$ cat src/rtl/gamepad_scanner.sv
// gamepad_scanner: serially scans two GameTank pads and latches their button bytes into CPU registers.
// Optional GAMEPAD_AUTOPOLL_EN adds a free-running timer that requests a scan every POLL_PERIOD cycles.

module gamepad_lane #(
    parameter int NBITS = 8,
    parameter int IDXW  = 3
) (
    input  logic             sys_clk,
    input  logic             reset,
    input  logic             data,
    input  logic             sample,
    input  logic [IDXW-1:0]  idx,
    output logic [NBITS-1:0] shift
);
    logic [1:0] sync;

    // Idle pad line reads high (not pressed), so the synchronizer resets to 1.
    always_ff @(posedge sys_clk) begin
        if (reset) begin
            sync  <= 2'b11;
            shift <= '0;
        end else begin
            sync <= {sync[0], data};
            if (sample) shift[idx] <= ~sync[1];
        end
    end
endmodule

module gamepad_scanner #(
    parameter int CLK_DIV = 4,
    parameter int NBITS   = 8
`ifdef GAMEPAD_AUTOPOLL_EN
    ,
    parameter logic [15:0] POLL_PERIOD = 16'd50000
`endif
) (
    input  logic       sys_clk,
    input  logic       reset,
    input  logic       cs,
    input  logic [1:0] addr,
    input  logic       rd,
    input  logic       wr,
    input  logic [7:0] wdata,
    output logic [7:0] rdata,
    output logic       scan_done,
    output logic       joy1_strb,
    output logic       joy2_strb,
    output logic       joy1_clk,
    output logic       joy2_clk,
    input  logic       joy1_data,
    input  logic       joy2_data
);
    localparam int              NUM_LANES = 2;
    localparam int              IDXW      = (NBITS > 1) ? $clog2(NBITS) : 1;
    localparam logic [IDXW-1:0] IDX_LAST  = IDXW'(NBITS - 1);
    localparam logic [7:0]      PH_LAST   = 8'(CLK_DIV - 1);

    typedef enum logic [2:0] {IDLE, STROBE, LO, HI, DONE} state_t;

    state_t                          state_q, state_d;
    logic [7:0]                      phase_q, phase_d;
    logic [IDXW-1:0]                 idx_q, idx_d;
    logic                            strb, jclk, busy, sample, done, last;
    logic                            start, cpu_start, valid;
    logic [NUM_LANES-1:0]            pad_data;
    logic [NUM_LANES-1:0][NBITS-1:0] shift;
    logic [NUM_LANES-1:0][7:0]       pad;
    logic                            unused_wdata;

    assign pad_data     = {joy2_data, joy1_data};
    assign cpu_start    = cs && wr && (addr == 2'd2) && wdata[0];
    assign unused_wdata = ^wdata[7:1];
    assign last         = (phase_q == PH_LAST);

`ifdef GAMEPAD_AUTOPOLL_EN
    logic [15:0] poll_cnt;
    logic        tick;

    assign tick  = (poll_cnt == POLL_PERIOD - 16'd1);
    // Timer and CPU requests merge into one start; either is dropped unless IDLE.
    assign start = cpu_start || tick;

    always_ff @(posedge sys_clk) begin
        if (reset || tick) poll_cnt <= '0;
        else               poll_cnt <= poll_cnt + 16'd1;
    end
`else
    assign start = cpu_start;
`endif

    for (genvar i = 0; i < NUM_LANES; i++) begin : g_lane
        gamepad_lane #(.NBITS(NBITS), .IDXW(IDXW)) u_lane (
            .sys_clk (sys_clk),
            .reset   (reset),
            .data    (pad_data[i]),
            .sample  (sample),
            .idx     (idx_q),
            .shift   (shift[i])
        );
    end

    always_ff @(posedge sys_clk) begin
        if (reset) begin
            state_q <= IDLE;
            phase_q <= '0;
            idx_q   <= '0;
        end else begin
            state_q <= state_d;
            phase_q <= phase_d;
            idx_q   <= idx_d;
        end
    end

    always_comb begin
        state_d = state_q;
        phase_d = last ? 8'd0 : phase_q + 8'd1;
        idx_d   = idx_q;
        strb    = 1'b0;
        jclk    = 1'b0;
        busy    = 1'b1;
        sample  = 1'b0;
        done    = 1'b0;
        case (state_q)
            IDLE: begin
                busy    = 1'b0;
                phase_d = '0;
                idx_d   = '0;
                if (start) state_d = STROBE;
            end
            STROBE: begin
                strb = 1'b1;
                if (last) begin
                    state_d = LO;
                    idx_d   = '0;
                end
            end
            LO: begin
                if (last) begin
                    sample  = 1'b1;
                    state_d = (idx_q == IDX_LAST) ? DONE : HI;
                end
            end
            HI: begin
                jclk = 1'b1;
                if (last) begin
                    idx_d   = idx_q + 1'b1;
                    state_d = LO;
                end
            end
            DONE: begin
                done    = 1'b1;
                phase_d = '0;
                state_d = IDLE;
            end
            default: state_d = IDLE;
        endcase
    end

    // Pad registers only change in DONE, so reads during a scan see the previous result.
    always_ff @(posedge sys_clk) begin
        if (reset) begin
            pad       <= '0;
            valid     <= 1'b0;
            scan_done <= 1'b0;
            rdata     <= '0;
        end else begin
            scan_done <= done;
            if (state_q == IDLE && start) valid <= 1'b0;
            if (done) begin
                valid  <= 1'b1;
                pad[0] <= 8'(shift[0]);
                pad[1] <= 8'(shift[1]);
            end
            if (cs && rd) begin
                case (addr)
                    2'd0:    rdata <= pad[0];
                    2'd1:    rdata <= pad[1];
                    2'd2:    rdata <= {6'b0, valid, busy};
                    default: rdata <= 8'h00;
                endcase
            end
        end
    end

    assign joy1_strb = strb;
    assign joy2_strb = strb;
    assign joy1_clk  = jclk;
    assign joy2_clk  = jclk;
endmodule

$ cat config.mk
export PLATFORM = sky130hd
export DESIGN_NAME = gamepad_scanner
export DESIGN_NICKNAME = d
export VERILOG_FILES = /design/src/rtl/gamepad_scanner.sv
export SDC_FILE = /design/constraint.sdc
export NUM_CORES = 1
export LEC_CHECK = 0
export ABC_AREA = 1
export CORE_MARGIN = 5
export CORE_UTILIZATION = 50
export CTS_BUF_LIST = sky130_fd_sc_hd__clkbuf_8
export CTS_CLUSTER_DIAMETER = 50
export DETAILED_ROUTE_END_ITERATION = 16
export PLACE_DENSITY = 0.79
export SETUP_SLACK_MARGIN = 0.05
export SYNTH_ARGS = -nofsm -noshare
export SYNTH_HDL_FRONTEND = slang
export SYNTH_SLANG_ARGS = --single-unit
$ cat constraint.sdc
create_clock -name sys_clk -period 2.2 [get_ports sys_clk]
set_clock_uncertainty 0.05 [all_clocks]
set_input_delay 0.33 -clock sys_clk [delete_from_list [all_inputs] [get_ports sys_clk]]
set_output_delay 0.33 -clock sys_clk [all_outputs]
set_load 0.01 [all_outputs]
-- Word-level counts from Yosys, hierarchy flattened
Index checks and enable logic that the tools add are counted.
- logic and storage cells: 66
- output and inout port bits: 13
- register bits: 60
- input bits: 17
- $add $sub $neg: 2
- reductions and logical operators: 14
- bitwise operators: 2
- muxes and demuxes: 21
- equal/unequal tests: 13
- $lt $le $gt $ge: 2
- operators by type and width (operator ; number):
    case mux 8 bit (3 select lines) ; 1
    2-to-1 mux 3 bit ; 6
    case mux 3 bit (3 select lines) ; 2
    bitwise mux 8 bit ; 2
    2-to-1 mux 1 bit ; 9
    adder 8 x 1 -> 8 bit, second input constant ; 1
    equality test 8 x 2 -> 1 bit, second input constant ; 1
    != test 2 bit, second input constant ; 4
    equality test 3 x 2 -> 1 bit, second input constant ; 2
    equality test 3 bit, second input constant ; 2
    logical AND 1 bit ; 6
    AND reduction 3 bit ; 2
    less-than comparator 3 x 4 -> 1 bit, second input constant ; 1
    OR reduction 4 bit ; 1
    adder 3 x 1 -> 3 bit, second input constant ; 1
    demux 1 bit (select 3 bit) ; 1
    equality test 3 x 1 -> 1 bit, second input constant ; 1
    >= comparator 3 x 1 -> 1 bit, second input constant ; 1
    logical NOT 3 bit ; 1
    nonzero test 3 bit ; 1
    equality test 2 x 1 -> 1 bit, second input constant ; 1
    equality test 2 bit, second input constant ; 1
    logical NOT 2 bit ; 1
    != test 2 x 1 -> 1 bit, second input constant ; 1
    other kinds (3) ; 4

-- Depth between registers and ports, before layout
- depth in word-level cells: 6
- depth in mapped cells: 8
- gate-level depth less buffers: 8

-- By module
A second synthesis with hierarchy kept.
- cells, all modules: 354
- area, all modules: 2645.0 µm²
- by module, submodules not included (module ; area an instance (µm²) ; cells an instance ; times used):
    gamepad_scanner ; 1821.7 ; 238 ; 1
    gamepad_lane ; 411.6 ; 58 ; 2

-- Worst setup path after synthesis
Ideal clock, no wire load.
- path kind: reg2out
- from: register state_q[0]
- to: output joy2_clk
- data required time: 1.820 ns
- data arrival time: 1.040 ns
- cell stages (with the launch flop): 6
- slack: 0.780 ns
- cells stage by stage: dfxtp_1 inv_1 nor2_1 inv_1 nor2_1 buf_4
- longest elaborated chain between the ends: 2
- RTL lines (what ; RTL line ; text):
    start: declaration ; 60 ; state_t state_q, state_d;
    start signal: assignment ; 108 ; state_q <= state_d;
    equality test 3 x 2 -> 1 bit ; 123 ; case (state_q)
    2-to-1 mux 1 bit ; 123 ;
    end: declaration ; 49 ; output logic joy2_clk,
Every way passes these cells.

-- Final worst setup path
Same ends and word-level chain as after synthesis.

==> flow_summary_export.csv <==
group,metric,value,unit
route,wl,5.46,mm
finish,finalNetCount,421,
placed_design,numPortBuffers,22,
critical_path,max_stage_delay,0.36,ns
power_and_ir_drop,cellPowerDensity,819,mW/mm2
synthesis,syn_nets,400,
finish,fillers,478,
synthesis,synth-xor-area-share,0.984,%
timing,rsz0062_at_grt,"no",
synthesis,synth-compound-area-share,11.2,%
finish,final_area,0.00313,mm2
critical_path,path_common_cell,"inv_1",
critical_path,cp-start-kind,"flip-flop",
placed_design,gp_congestion,0.792,
cts,clock-sinks,60,
grt,antenna_found_initial,0,
timing,finalHoldWorstSlack,0.365,ns
synthesis,synth_fa_ha_area_share,1.41,%
status,outcome,"completed",
synthesis,muxShareOfSynthArea,0,%
finish,final_common_cell,"nand2_1",
floorplanning,io_pins,30,
route,routedWlPerCell,11.5,um
floorplanning,initial_utilization,52.0,%
cts,cts.clk_slew.worst_paths,0.07,ns
route,drc_errors,0,
grt,grt_pass1_wl,9.74,mm
critical_path,path_class,"flip-flop to output port",
placed_design,place_hpwl,3.63,mm
finish,area_delta_synth_final,17.2,%
timing,max_slew_margin,67.0,%
critical_path,cp_slowest_cell,"dfxtp_1",
timing,period_share,77.8,%
synthesis,synth-simple-area-share,29.3,%
route,drtIter0Drc,137,
critical_path,worstPathArrival,1.33,ns
worst_hold_path,hold_class,"flip-flop to flip-flop",
critical_path,critPathBufInv,3,
placed_design,place_area,0.00294,mm2
cts,cts_inserted_buffers,9,
synthesis,synth_top_family_by_area,"simple AND/OR/NAND/NOR gates",
finish,mostFrequentLayoutCells,"nand2_1, dfxtp_1, inv_1",
floorplanning,core,0.00514,mm2
synthesis,netlist_instances,380,
route,via_per_inst,4.95,
timing,setup_tns,0,ns
critical_path,endpoint_kind,"output port",
grt,grt_remaining_overflow,0,
finish,num_antenna_cells,0,
synthesis,synth_area_per_cell,7.03,um2
grt,grt_max_degree,40,
power_and_ir_drop,power.total,2.57,mW
cts,cts_hold_buf,0,
route,dr.pass1.iters,4,
synthesis,yosys_register_bits,60,
route,ant_nets,0,
synthesis,yosysUniqueCellTypes,23,
critical_path,worstPathCellList,"inv_1 -> nor2_1 -> inv_1 -> nor2_4 -> dlymetal6s2s_1",
cts,ctsLongestPathBuffers,2,
timing,min_period,1.71,ns
synthesis,ys_seq_area_share,45.0,%
synthesis,synth_area,0.00267,mm2
floorplanning,fp.dieW,83.1,um
flow_run,maxCapViolCount,0,
timing,final-max-slew-violation-count,0,
cts,root_buffer,"clkbuf_8",
floorplanning,dieArea,0.00690,mm2
critical_path,crit_family,"flip-flops",
grt,grt_pass1_vias,2173,
timing,report.final.hold_viol_count,0,
power_and_ir_drop,peakVddDrop,474,uV
floorplanning,fp.dieH,83.1,um
power_and_ir_drop,p_leak,1.43,nW
critical_path,crit_required,1.82,ns
route,num_vias,2353,
cts,cts_tree,"yes",
grt,grt.total_usage,17.1,%
cts,clkLatencyLatePin,0.34,ns
floorplanning,rows,26,
cts,cts.htree.levels,3,
timing,setup_viol,0,
timing,worst_pin_slew,0.495,ns
synthesis,yosysWarnings,0,
critical_path,crit_fanout,5,
timing,fmax,584,MHz
finish,layout-drive-gt1-share,8.64,%
-- flip-flops by register name, summed over array words and instances (netlist names) --
register and count:
g_lane.u_lane.shift 16, pad 16, phase_q 8, rdata 8, g_lane.u_lane.sync 4, idx_q 3, state_q 3, scan_done 1
valid 1
-- routing by layer --
layer	track usage, %	wire [um]
met1	21.1	2610
met2	27.8	2490
met3	5.05	267
met4	7.13	89
met5	0	0
-- layout make-up --
class                   count  area (um2)  area share [%]
clock buffers              11         151            4.83
clock inverters             4        25.0           0.799
inverters                  62         233            7.43
multi-input cells         241        1150            36.8
flip-flops and latches     60        1200            38.4
well taps                  70        87.6            2.80
repair buffers             27         280            8.95
-- worst paths after layout --
path,slack [ns],depth (start not counted),to,start
min reg2reg,0.36,1,g_lane[1].u_lane.sync[1],g_lane[1].u_lane.sync[0]
max,0.49,5,joy2_clk,state_q[0]
max reg2reg,0.52,7,g_lane[1].u_lane.shift[2],phase_q[0]
min,0.36,1,g_lane[1].u_lane.sync[1],g_lane[1].u_lane.sync[0]
-- cells by family after synthesis --
group,after synthesis
AO/OA/AOI/OAI,55
XOR/XNOR,3
adder cells (fa/ha/maj),3
buffers and inverters,79
flip-flops,60
AND/OR/NAND/NOR,180
-- worst reg2reg max path: stages, from the launching register on --
cell and delay, ns:
dfxtp_1 0.35, ha_1 0.21, nand3_1 0.14, nor2_4 0.44, nand3_1 0.21, nand2_1 0.11
inv_1 0.05, nor2_1 0.08
-- synthesized netlist by cell type (all sizes together) --
cell type | number | share of area (%)
nand2 | 79 | 11
inv | 61 | 8.6
dfxtp | 60 | 45
nor2 | 45 | 6.7
a21oi | 25 | 4.7
nand3 | 25 | 4.7
o21ai | 23 | 4.3
nand4 | 17 | 4.0
buf | 10 | 2.4
nor3 | 9 | 1.7
clkbuf | 7 | 1.0
a31o | 5 | 1.6
or2 | 5 | 1.2
ha | 3 | 1.4
xor2 | 3 | 0.98
o211ai | 2 | 0.56
clkinv | 1 | 0.14
-- per-stage QoR --
| step | std cells | setup WS (ns) | util [%] |
|---|---|---|---|
| 6_report | 475 | 0.487 | 60.9 |
| 5_1_grt | 475 | 0.308 | 60.9 |
| 4_1_cts | 475 | 0.101 | 60.7 |
| 3_5_place_dp | 460 | 0.278 | 57.2 |
| 3_3_place_gp | 460 | 0.302 | 57.2 |
| 2_1_floorplan | 380 | 0.780 | - |
-- timing repair --
action,CTS,global route
setup endpoints to repair,2,4
gates resized for setup,2,4
setup buffers,0,0
-- where the power goes --
| group | total (mW) | leakage (nW) | internal [mW] | switching [mW] |
|---|---|---|---|---|
| logic | 0.475 | 0.858 | 0.168 | 0.307 |
| clock network | 0.889 | 0.0872 | 0.459 | 0.430 |
| registers | 1.20 | 0.486 | 1.14 | 0.0642 |
Note: power is estimated with default switching activity, not from simulation.
